$ cat config.mk
export PLATFORM = sky130hd
export DESIGN_NAME = alu_const_scheduler
export DESIGN_NICKNAME = d
export VERILOG_FILES = /design/src/rtl/alu_const_pkg.sv /design/src/rtl/alu_const_decode.sv /design/src/rtl/alu_const_scheduler.sv
export SDC_FILE = /design/constraint.sdc
export NUM_CORES = 1
export LEC_CHECK = 0
export BUFFER_PORTS_ARGS = -buffer_cell sky130_fd_sc_hd__buf_4
export CORE_UTILIZATION = 43
export DETAILED_ROUTE_END_ITERATION = 8
export PLACE_DENSITY = 0.66
export SYNTH_ARGS = -nofsm -noshare
export SYNTH_HDL_FRONTEND = slang
export SYNTH_SLANG_ARGS = --single-unit
$ cat constraint.sdc
create_clock -name CLK -period 2.45 [get_ports CLK]
set_input_delay 0.1225 -clock CLK [delete_from_list [all_inputs] [get_ports CLK]]
set_output_delay 0.1225 -clock CLK [all_outputs]
set_load 0.01 [all_outputs]
$ cat src/rtl/alu_const_pkg.sv
// Shared definitions for the ALU constant-operand scheduler: select bit
// indices, request kind codes, FSM encoding and a one-hot helper.
package alu_const_pkg;

    localparam int SEL_W = 18;

    localparam int SEL_01H  = 0;
    localparam int SEL_FF00 = 1;
    localparam int SEL_01L  = 2;
    localparam int SEL_08   = 3;
    localparam int SEL_10   = 4;
    localparam int SEL_18   = 5;
    localparam int SEL_20   = 6;
    localparam int SEL_28   = 7;
    localparam int SEL_30   = 8;
    localparam int SEL_38   = 9;
    localparam int SEL_66   = 10;
    localparam int SEL_AA   = 11;
    localparam int SEL_06   = 12;
    localparam int SEL_60   = 13;
    localparam int SEL_02   = 14;
    localparam int SEL_04   = 15;
    localparam int SEL_40   = 16;
    localparam int SEL_80   = 17;

    typedef enum logic [2:0] {
        KIND_RST     = 3'd0,
        KIND_NMI     = 3'd1,
        KIND_INCDEC  = 3'd2,
        KIND_BITMASK = 3'd3,
        KIND_DAA     = 3'd4,
        KIND_SEXT    = 3'd5,
        KIND_PATTERN = 3'd6,
        KIND_HIGH1   = 3'd7
    } kind_e;

    typedef enum logic [1:0] {
        ST_IDLE  = 2'd0,
        ST_BEAT1 = 2'd1,
        ST_BEAT2 = 2'd2
    } state_e;

    function automatic logic [SEL_W-1:0] sel_onehot(input int idx);
        logic [SEL_W-1:0] v;
        v = {{(SEL_W-1){1'b0}}, 1'b1};
        return v << idx;
    endfunction

endpackage

$ cat src/rtl/alu_const_decode.sv
// Combinational decode of a constant request into the first-beat select
// vector and a flag marking a pending second DAA beat.
module alu_const_decode
    import alu_const_pkg::*;
#(
    parameter int SPLIT_DAA = 1
) (
    input  logic [2:0]       kind,
    input  logic [2:0]       arg,
    input  logic             daa_lo,
    input  logic             daa_hi,
    output logic [SEL_W-1:0] sel_first,
    output logic             second_beat
);

    // Request kind/argument to one-hot constant select
    always_comb begin
        sel_first   = '0;
        second_beat = 1'b0;
        case (kind)
            KIND_RST: begin
                case (arg)
                    3'd0:    sel_first = '0;
                    3'd1:    sel_first = sel_onehot(SEL_08);
                    3'd2:    sel_first = sel_onehot(SEL_10);
                    3'd3:    sel_first = sel_onehot(SEL_18);
                    3'd4:    sel_first = sel_onehot(SEL_20);
                    3'd5:    sel_first = sel_onehot(SEL_28);
                    3'd6:    sel_first = sel_onehot(SEL_30);
                    3'd7:    sel_first = sel_onehot(SEL_38);
                    default: sel_first = '0;
                endcase
            end
            KIND_NMI:     sel_first = sel_onehot(SEL_66);
            KIND_INCDEC:  sel_first = sel_onehot(SEL_01L);
            KIND_BITMASK: begin
                case (arg)
                    3'd0:    sel_first = sel_onehot(SEL_01L);
                    3'd1:    sel_first = sel_onehot(SEL_02);
                    3'd2:    sel_first = sel_onehot(SEL_04);
                    3'd3:    sel_first = sel_onehot(SEL_08);
                    3'd4:    sel_first = sel_onehot(SEL_10);
                    3'd5:    sel_first = sel_onehot(SEL_20);
                    3'd6:    sel_first = sel_onehot(SEL_40);
                    3'd7:    sel_first = sel_onehot(SEL_80);
                    default: sel_first = '0;
                endcase
            end
            KIND_DAA: begin
                // Both fixes: either one combined 0x66 or 0x06 now and 0x60 next beat
                if (daa_lo && daa_hi) begin
                    if (SPLIT_DAA != 0) begin
                        sel_first   = sel_onehot(SEL_06);
                        second_beat = 1'b1;
                    end else begin
                        sel_first = sel_onehot(SEL_66);
                    end
                end else if (daa_lo) begin
                    sel_first = sel_onehot(SEL_06);
                end else if (daa_hi) begin
                    sel_first = sel_onehot(SEL_60);
                end else begin
                    sel_first = '0;
                end
            end
            KIND_SEXT:    sel_first = sel_onehot(SEL_FF00);
            KIND_PATTERN: sel_first = sel_onehot(SEL_AA);
            KIND_HIGH1:   sel_first = sel_onehot(SEL_01H);
            default:      sel_first = '0;
        endcase
    end

endmodule

$ cat src/rtl/alu_const_scheduler.sv
// Constant-operand scheduler: accepts a request, presents the registered
// one-hot select for one or two beats, with watchdog abort and flush.
module alu_const_scheduler
    import alu_const_pkg::*;
#(
    parameter int SPLIT_DAA      = 1,
    parameter int TIMEOUT_CYCLES = 15
) (
    input  logic             CLK,
    input  logic             RST_n,
    input  logic             Req_Valid,
    output logic             Req_Ready,
    input  logic [2:0]       Req_Kind,
    input  logic [2:0]       Req_Arg,
    input  logic             Daa_Lo_Adj,
    input  logic             Daa_Hi_Adj,
    input  logic             Flush,
    input  logic             Alu_Accept,
    output logic [SEL_W-1:0] Sel,
    output logic             Beat,
    output logic             Done,
    output logic             Err
);

    localparam int           CW       = $clog2(TIMEOUT_CYCLES + 1);
    localparam logic [CW-1:0] CNT_LAST = CW'(TIMEOUT_CYCLES - 1);
    localparam logic [CW-1:0] CNT_ONE  = CW'(1);

    state_e           state_r, state_nxt_s;
    logic [SEL_W-1:0] sel_r, sel_nxt_s, dec_sel_s;
    logic             beat_r, beat_nxt_s;
    logic             done_r, done_nxt_s;
    logic             err_r, err_nxt_s;
    logic             ready_r;
    logic             split_r, split_nxt_s, dec_second_s;
    logic [CW-1:0]    cnt_r, cnt_nxt_s;

    alu_const_decode #(.SPLIT_DAA(SPLIT_DAA)) u_decode (
        .kind        (Req_Kind),
        .arg         (Req_Arg),
        .daa_lo      (Daa_Lo_Adj),
        .daa_hi      (Daa_Hi_Adj),
        .sel_first   (dec_sel_s),
        .second_beat (dec_second_s)
    );

    // Next-state, select and watchdog logic; flush overrides everything
    always_comb begin
        state_nxt_s = state_r;
        sel_nxt_s   = sel_r;
        beat_nxt_s  = beat_r;
        done_nxt_s  = 1'b0;
        err_nxt_s   = 1'b0;
        cnt_nxt_s   = cnt_r;
        split_nxt_s = split_r;
        if (Flush) begin
            state_nxt_s = ST_IDLE;
            sel_nxt_s   = '0;
            beat_nxt_s  = 1'b0;
            cnt_nxt_s   = '0;
            split_nxt_s = 1'b0;
        end else begin
            case (state_r)
                ST_IDLE: begin
                    if (Req_Valid) begin
                        state_nxt_s = ST_BEAT1;
                        sel_nxt_s   = dec_sel_s;
                        beat_nxt_s  = 1'b0;
                        cnt_nxt_s   = '0;
                        split_nxt_s = dec_second_s;
                    end else begin
                        state_nxt_s = ST_IDLE;
                    end
                end
                ST_BEAT1, ST_BEAT2: begin
                    // Accept wins over a watchdog expiry in the same cycle
                    if (Alu_Accept) begin
                        if ((state_r == ST_BEAT1) && split_r) begin
                            state_nxt_s = ST_BEAT2;
                            sel_nxt_s   = sel_onehot(SEL_60);
                            beat_nxt_s  = 1'b1;
                            cnt_nxt_s   = '0;
                            split_nxt_s = 1'b0;
                        end else begin
                            state_nxt_s = ST_IDLE;
                            sel_nxt_s   = '0;
                            beat_nxt_s  = 1'b0;
                            cnt_nxt_s   = '0;
                            split_nxt_s = 1'b0;
                            done_nxt_s  = 1'b1;
                        end
                    end else if (cnt_r == CNT_LAST) begin
                        state_nxt_s = ST_IDLE;
                        sel_nxt_s   = '0;
                        beat_nxt_s  = 1'b0;
                        cnt_nxt_s   = '0;
                        split_nxt_s = 1'b0;
                        err_nxt_s   = 1'b1;
                    end else begin
                        cnt_nxt_s = cnt_r + CNT_ONE;
                    end
                end
                default: begin
                    state_nxt_s = ST_IDLE;
                    sel_nxt_s   = '0;
                    beat_nxt_s  = 1'b0;
                    cnt_nxt_s   = '0;
                    split_nxt_s = 1'b0;
                end
            endcase
        end
    end

    // State and output registers with synchronous active-low reset
    always_ff @(posedge CLK) begin
        if (!RST_n) begin
            state_r <= ST_IDLE;
            sel_r   <= '0;
            beat_r  <= 1'b0;
            done_r  <= 1'b0;
            err_r   <= 1'b0;
            ready_r <= 1'b1;
            split_r <= 1'b0;
            cnt_r   <= '0;
        end else begin
            state_r <= state_nxt_s;
            sel_r   <= sel_nxt_s;
            beat_r  <= beat_nxt_s;
            done_r  <= done_nxt_s;
            err_r   <= err_nxt_s;
            ready_r <= (state_nxt_s == ST_IDLE);
            split_r <= split_nxt_s;
            cnt_r   <= cnt_nxt_s;
        end
    end

    assign Sel       = sel_r;
    assign Beat      = beat_r;
    assign Done      = done_r;
    assign Err       = err_r;
    assign Req_Ready = ready_r;

endmodule
# Yosys cells after proc, flatten, opt, wreduce, memory -nomap -nowiden
# Memories as Yosys holds them, arrays and structs flattened.
# Cells that the tools add are included.
# Widths: inputs -> output; s select.
[totals] register_bits=29 romBits=120 in_bits=13 output_inout_bits=22 elab_cells=67 mem_count=2
[memory_table] memory="(no name shown)" depth=8 word_bits=8 rd=1 rd_clocked_by_memory_dff=0 write_ports=0 line="alu_const_decode.sv:37" source="case (arg)"
[memory_table] memory="(no name shown)" depth=8 word_bits=7 rd=1 rd_clocked_by_memory_dff=0 write_ports=0 line="alu_const_decode.sv:22" source="case (arg)"
[op_classes] n_addsub=1 n_eq_ne=12 muxes=31 n_bitwise=3 reduce_logical=10
[ops] cell="$pmux 18 s8" n=1
[ops] cell="$mux 18" n=5
[ops] cell="$pmux 18 s2" n=1
[ops] cell="$mux 14" n=2
[ops] cell="$eq 3x3->1 const B" n=4
[ops] cell="$mux 4" n=3
[ops] cell="$mux 1" n=11
[ops] cell="$mux 2" n=4
[ops] cell="$pmux 4 s2" n=1
[ops] cell="$reduce_or 4->1" n=2
[ops] cell="$eq 3x2->1 const B" n=2
[ops] cell="$add 4x1->4 const B" n=1
[ops] cell="$eq 4x4->1 const B" n=1
[ops] cell="$logic_not 2->1" n=2
[ops] cell="$pmux 1 s2" n=2
[ops] cell="$pmux 2 s2" n=1
[ops] cell="$reduce_or 2->1" n=2
[ops] cell="$eq 3x1->1 const B" n=1
[ops] cell="$logic_not 3->1" n=1
[ops] cell="$ne 3x3->1 const B" n=1
[ops] cell="$not 1->1" n=3
[ops] cell="$eq 2x1->1 const B" n=1
[ops] cell="$eq 2x2->1 const B" n=1
[ops] cell="$logic_and 1x1->1" n=2
[ops] cell="other kinds (2)" n=2

# Logic depth before layout (Yosys ltp)
[logic_depth] ltp_word=7 depth_mapped=6 ltp_nobuf=5

# Hierarchy
# From an unflattened synthesis, not the netlist that was laid out.
[unflattened] cells_unflattened=187 area_unflattened_um2=1586.5
[modules_own_cells] mod="alu_const_scheduler" instances=1 cells_each=145 area_each_um2=1305.0
[modules_own_cells] mod="alu_const_decode" instances=1 cells_each=42 area_each_um2=281.5

# Worst setup path before layout
# Ideal clock, no wire load.
[synth_path] kind="register to register" from="reg state_r[0]" to="reg sel_r[13] (netlist: Sel[13])" setup_time_ps=79 arrival_ps=1527 required_time_ps=2371 setup_slack_ps=844 stages_incl_launch_ff=7 path_buffers=1 period_less_slack_ps=1606 path_cell_list="dfxtp_1 inv_1 ha_1 nor2b_1 buf_2 a2111o_1 o211ai_1"
[synth_between] elab_chain_len=5
[synth_rtl] element="from (decl)" line="alu_const_scheduler.sv:29" source="state_e state_r, state_nxt_s;"
[synth_rtl] element="from (signal assigned)" line="alu_const_scheduler.sv:126" source="state_r <= state_nxt_s;"
[synth_rtl] element="$eq 2x1->1" line="alu_const_scheduler.sv:63, alu_const_scheduler.sv:78"
[synth_rtl] element="$logic_and 1x1->1" line="alu_const_scheduler.sv:78" source="if ((state_r == ST_BEAT1) && split_r) begin"
[synth_rtl] element="$mux 14" line="alu_const_scheduler.sv:78"
[synth_rtl] element="$mux 18" line="alu_const_scheduler.sv:77" source="if (Alu_Accept) begin"
[synth_rtl] element="$pmux 18 s2" line="alu_const_scheduler.sv:63" source="case (state_r)"
[synth_rtl] element="to (signal assigned)" line="alu_const_scheduler.sv:127" source="sel_r <= sel_nxt_s;"
[synth_rtl] element="to (decl)" line="alu_const_scheduler.sv:30" source="logic [SEL_W-1:0] sel_r, sel_nxt_s, dec_sel_s;"
# Several ways; a longest one is shown, not always the timed one.
# A chain may end at the register's enable or synchronous reset.

# Worst setup path after layout
[layout_path] from="reg state_r[0]" to="reg sel_r[15] (netlist: Sel[15])"
[layout_between] elab_chain_len=4
[layout_rtl] element="$eq 2x1->1 / $eq 2x2->1 (equally long branches)" line="alu_const_scheduler.sv:63"
[layout_rtl] element="$reduce_or 2->1" line="alu_const_scheduler.sv:63"
[layout_rtl] element="$ne 3x3->1 (no line)"
[layout_rtl] element="$reduce_and 2->1 (no line)"
# Several ways; a longest one is shown, not always the timed one.

==> impl_metrics.tcl <==
set metrics [dict create \
    status "complete, no violations" \
    hold_class "input pin to flip-flop" \
    die-area_mm2 0.00381 \
    die_y_um 61.7 \
    cts_root_buf "clkbuf_4" \
    antenna_found_initial 0 \
    critPathLaunchType "flip-flop" \
    finalCriticalPeriod_ns 1.88 \
    place.gp.congestion 0.803 \
    pwr-share-seq_pct 54.0 \
    critical_path_arrival_ns 2.12 \
    r2r_cells 6 \
    finalInstanceArea_mm2 0.00186 \
    drv_cap 0 \
    avgSynthCellArea_um2 9.08 \
    crit_family "flip-flops" \
    clock_latency_ns 0.33 \
    drive_gt1_share_pct 23.9 \
    start_util_pct 45.3 \
    finalHoldViolations 0 \
    ys_ff_latch 29 \
    grt_overflow 0 \
    nNetsFinal 219 \
    synth_enable_flop_cells 0 \
    cts_tree "yes" \
    dr_total_vias 1384 \
    grt_max_degree 31 \
    dieWidth_um 61.7 \
    regArea_um2 581 \
    grt_pass1_vias 1216 \
    wl_um 3490 \
    cts_max_path_buffers 2 \
    drtIter0Drc 102 \
    synth_largest_area_cell "dfxtp_1" \
    pwr-share-clk_pct 33.3 \
    areaGrowthSynthToFinish_pct 21.5 \
    clkTransAtPathRegs_ns 0.09 \
    antenna_cells 0 \
    grt_usage_pct 20.2 \
    async_flop_share_pct 0 \
    io_buffers 34 \
    clock-sinks 29 \
    postSynthCellCount 169 \
    period_share_pct 76.6 \
    ys_warn_count 0 \
    grt_pass1_wl_um 5640 \
    viasPerCell 5.60 \
    cp_slowest_cell "dfxtp_1" \
    rsz0062_at_grt "no" \
    final-max-slew-violation-count 0 \
    hold_depth 3 \
    tns_ns 0 \
    crit_path_end_kind "flip-flop" \
    core_area_mm2 0.00339 \
    synth_nets 187 \
    placementRows 21 \
    io_pins 35 \
    post_cts_resized 0 \
    worstSetupPathType "flip-flop to flip-flop" \
    post_cts_buffers 0 \
    power.density_mw_per_mm2 475 \
    sw_frac_of_total_pct 25.6 \
    detailed_place_hpwl_um 2540 \
    cts_hold_buf 0 \
    worstMarginPinSlew_ns 0.731 \
    synth-seq-area-share_pct 37.8 \
    ys.flop_type "dfxtp_1" \
    power.total_uw 886 \
    synth_most_common_cell "dfxtp_1" \
    worstPathRequired_ns 2.70 \
    max_freq_ghz 0.533 \
    cts_inserted_buffers 5 \
    avgRoutedWirePerCell_um 14.1 \
    cp_slowest_stage_delay_ns 0.41 \
    comb_power_share_pct 12.7 \
    synth_commonest_cells "dfxtp_1, nand2_1, mux2i_1, nand4_1, nor2b_1" \
    cp_num_buf_inv 2 \
    relSlewSlack_pct 51.1 \
    netlist_area_mm2 0.00153 \
    p_sw_uw 227 \
    cp.depth 6 \
    synth_area_leaders "dfxtp_1, mux2i_1, nand2_1, nand4_1, ha_1" \
    route.detailed.drc 0 \
    setup_violations 0 \
    htree_levels 2 \
    internal_power_uw 659 \
    synth_top_area_share_pct 37.8 \
    multiInputGateArea_um2 873 \
    ir_worst_vdd_v 0.000370 \
    fillers 321 \
    place_area_mm2 0.00181 \
    path_cells "inv_1 > ha_1 > nor2b_1 > buf_4 > a21oi_2 > mux2i_1" \
    ant_nets 0 \
    ys_types 41 \
    firstDrtPassIters 5 \
    p_leak_uw 0.000758 \
    path_max_fanout 7 \
    skew_ns 0.0115 \
]
-- area by class of cell --
type	count	share of cell area, %
multi-input cells	123	46.9
flip-flops and latches	29	31.2
repair buffers	37	14.9
well taps	46	3.09
clock buffers	7	2.95
inverters	5	1.01
-- flip-flops by register name, indices dropped and copies added (netlist names) --
signal / cells
cnt_r: 4
state_r: 2
Done: 1
Err: 1
Req_Ready: 1
split_r: 1
Beat: 1
Sel: 18
-- metal layers --
layer	wire, µm	GRT usage (%)	part of all wire, %
met3	128	4.97	3.7
met4	53	8.25	1.5
met5	0	0	0
met1	1720	27.7	49
met2	1590	30.6	46
-- tightest hold or removal path, cell delays in order --
cell and delay [ns]:
buf_4 0.12, nand2_1 0.06, a211oi_1 0.04
-- through the flow --
step | hold slack (ns) | cells | worst slack, ns | util, %
final | 0.0497 | 247 | 0.574 | 55.0
after global routing | 0.0432 | 247 | 0.442 | 55.0
after CTS | 0.0414 | 247 | 0.578 | 55.0
after detailed placement | 0.395 | 240 | 0.606 | 53.3
after global placement | 0.384 | 240 | 0.668 | 53.3
after floorplan | 0.243 | 169 | 0.844 | -
-- placed cells by master, fill, tap and decap left out, types with 5 or more instances in the layout --
master    count
dfxtp_1      29
a31oi_1       5
nor3_1        5
nand4_1      12
inv_1         5
ha_1          5
clkbuf_4      5
nand2_1      25
mux2i_1      17
nand4b_1      5
buf_4        37
nor2b_1       6
nand3_1       5
-- path summary, 6_finish.rpt --
kind / startpoint / to / slack [ns]
max: state_r[0]$_SDFF_PN0_ / Sel[15]$_SDFFE_PP0P_ / 0.57
min: Alu_Accept / Done$_SDFF_PP0_ / 0.05
max reg2reg: state_r[0]$_SDFF_PN0_ / Sel[15]$_SDFFE_PP0P_ / 0.57
min reg2reg: Sel[16]$_SDFFE_PP0P_ / Sel[16]$_SDFFE_PP0P_ / 0.47
-- power groups by stage --
stage	combinational (µW)	clock, µW	sequential (µW)
global route	122	324	479
finish	113	295	478
floorplan	72.5	0	490
CTS	112	303	478
global placement	110	0	488
detailed placement	111	0	489
-- cells by family (layout without fill, tap and decap cells) --
family	count (synthesis)	in the layout	synth area share, %
DFF	29	29	37.8
buffers and inverters	17	49	5.38
adders and majority gates	5	5	4.08
and+or+nand+nor	79	79	31.0
AOI/OAI and AO/OA	22	22	10.6
muxes	17	17	11.1
Note: power is estimated with default switching activity, not from simulation.
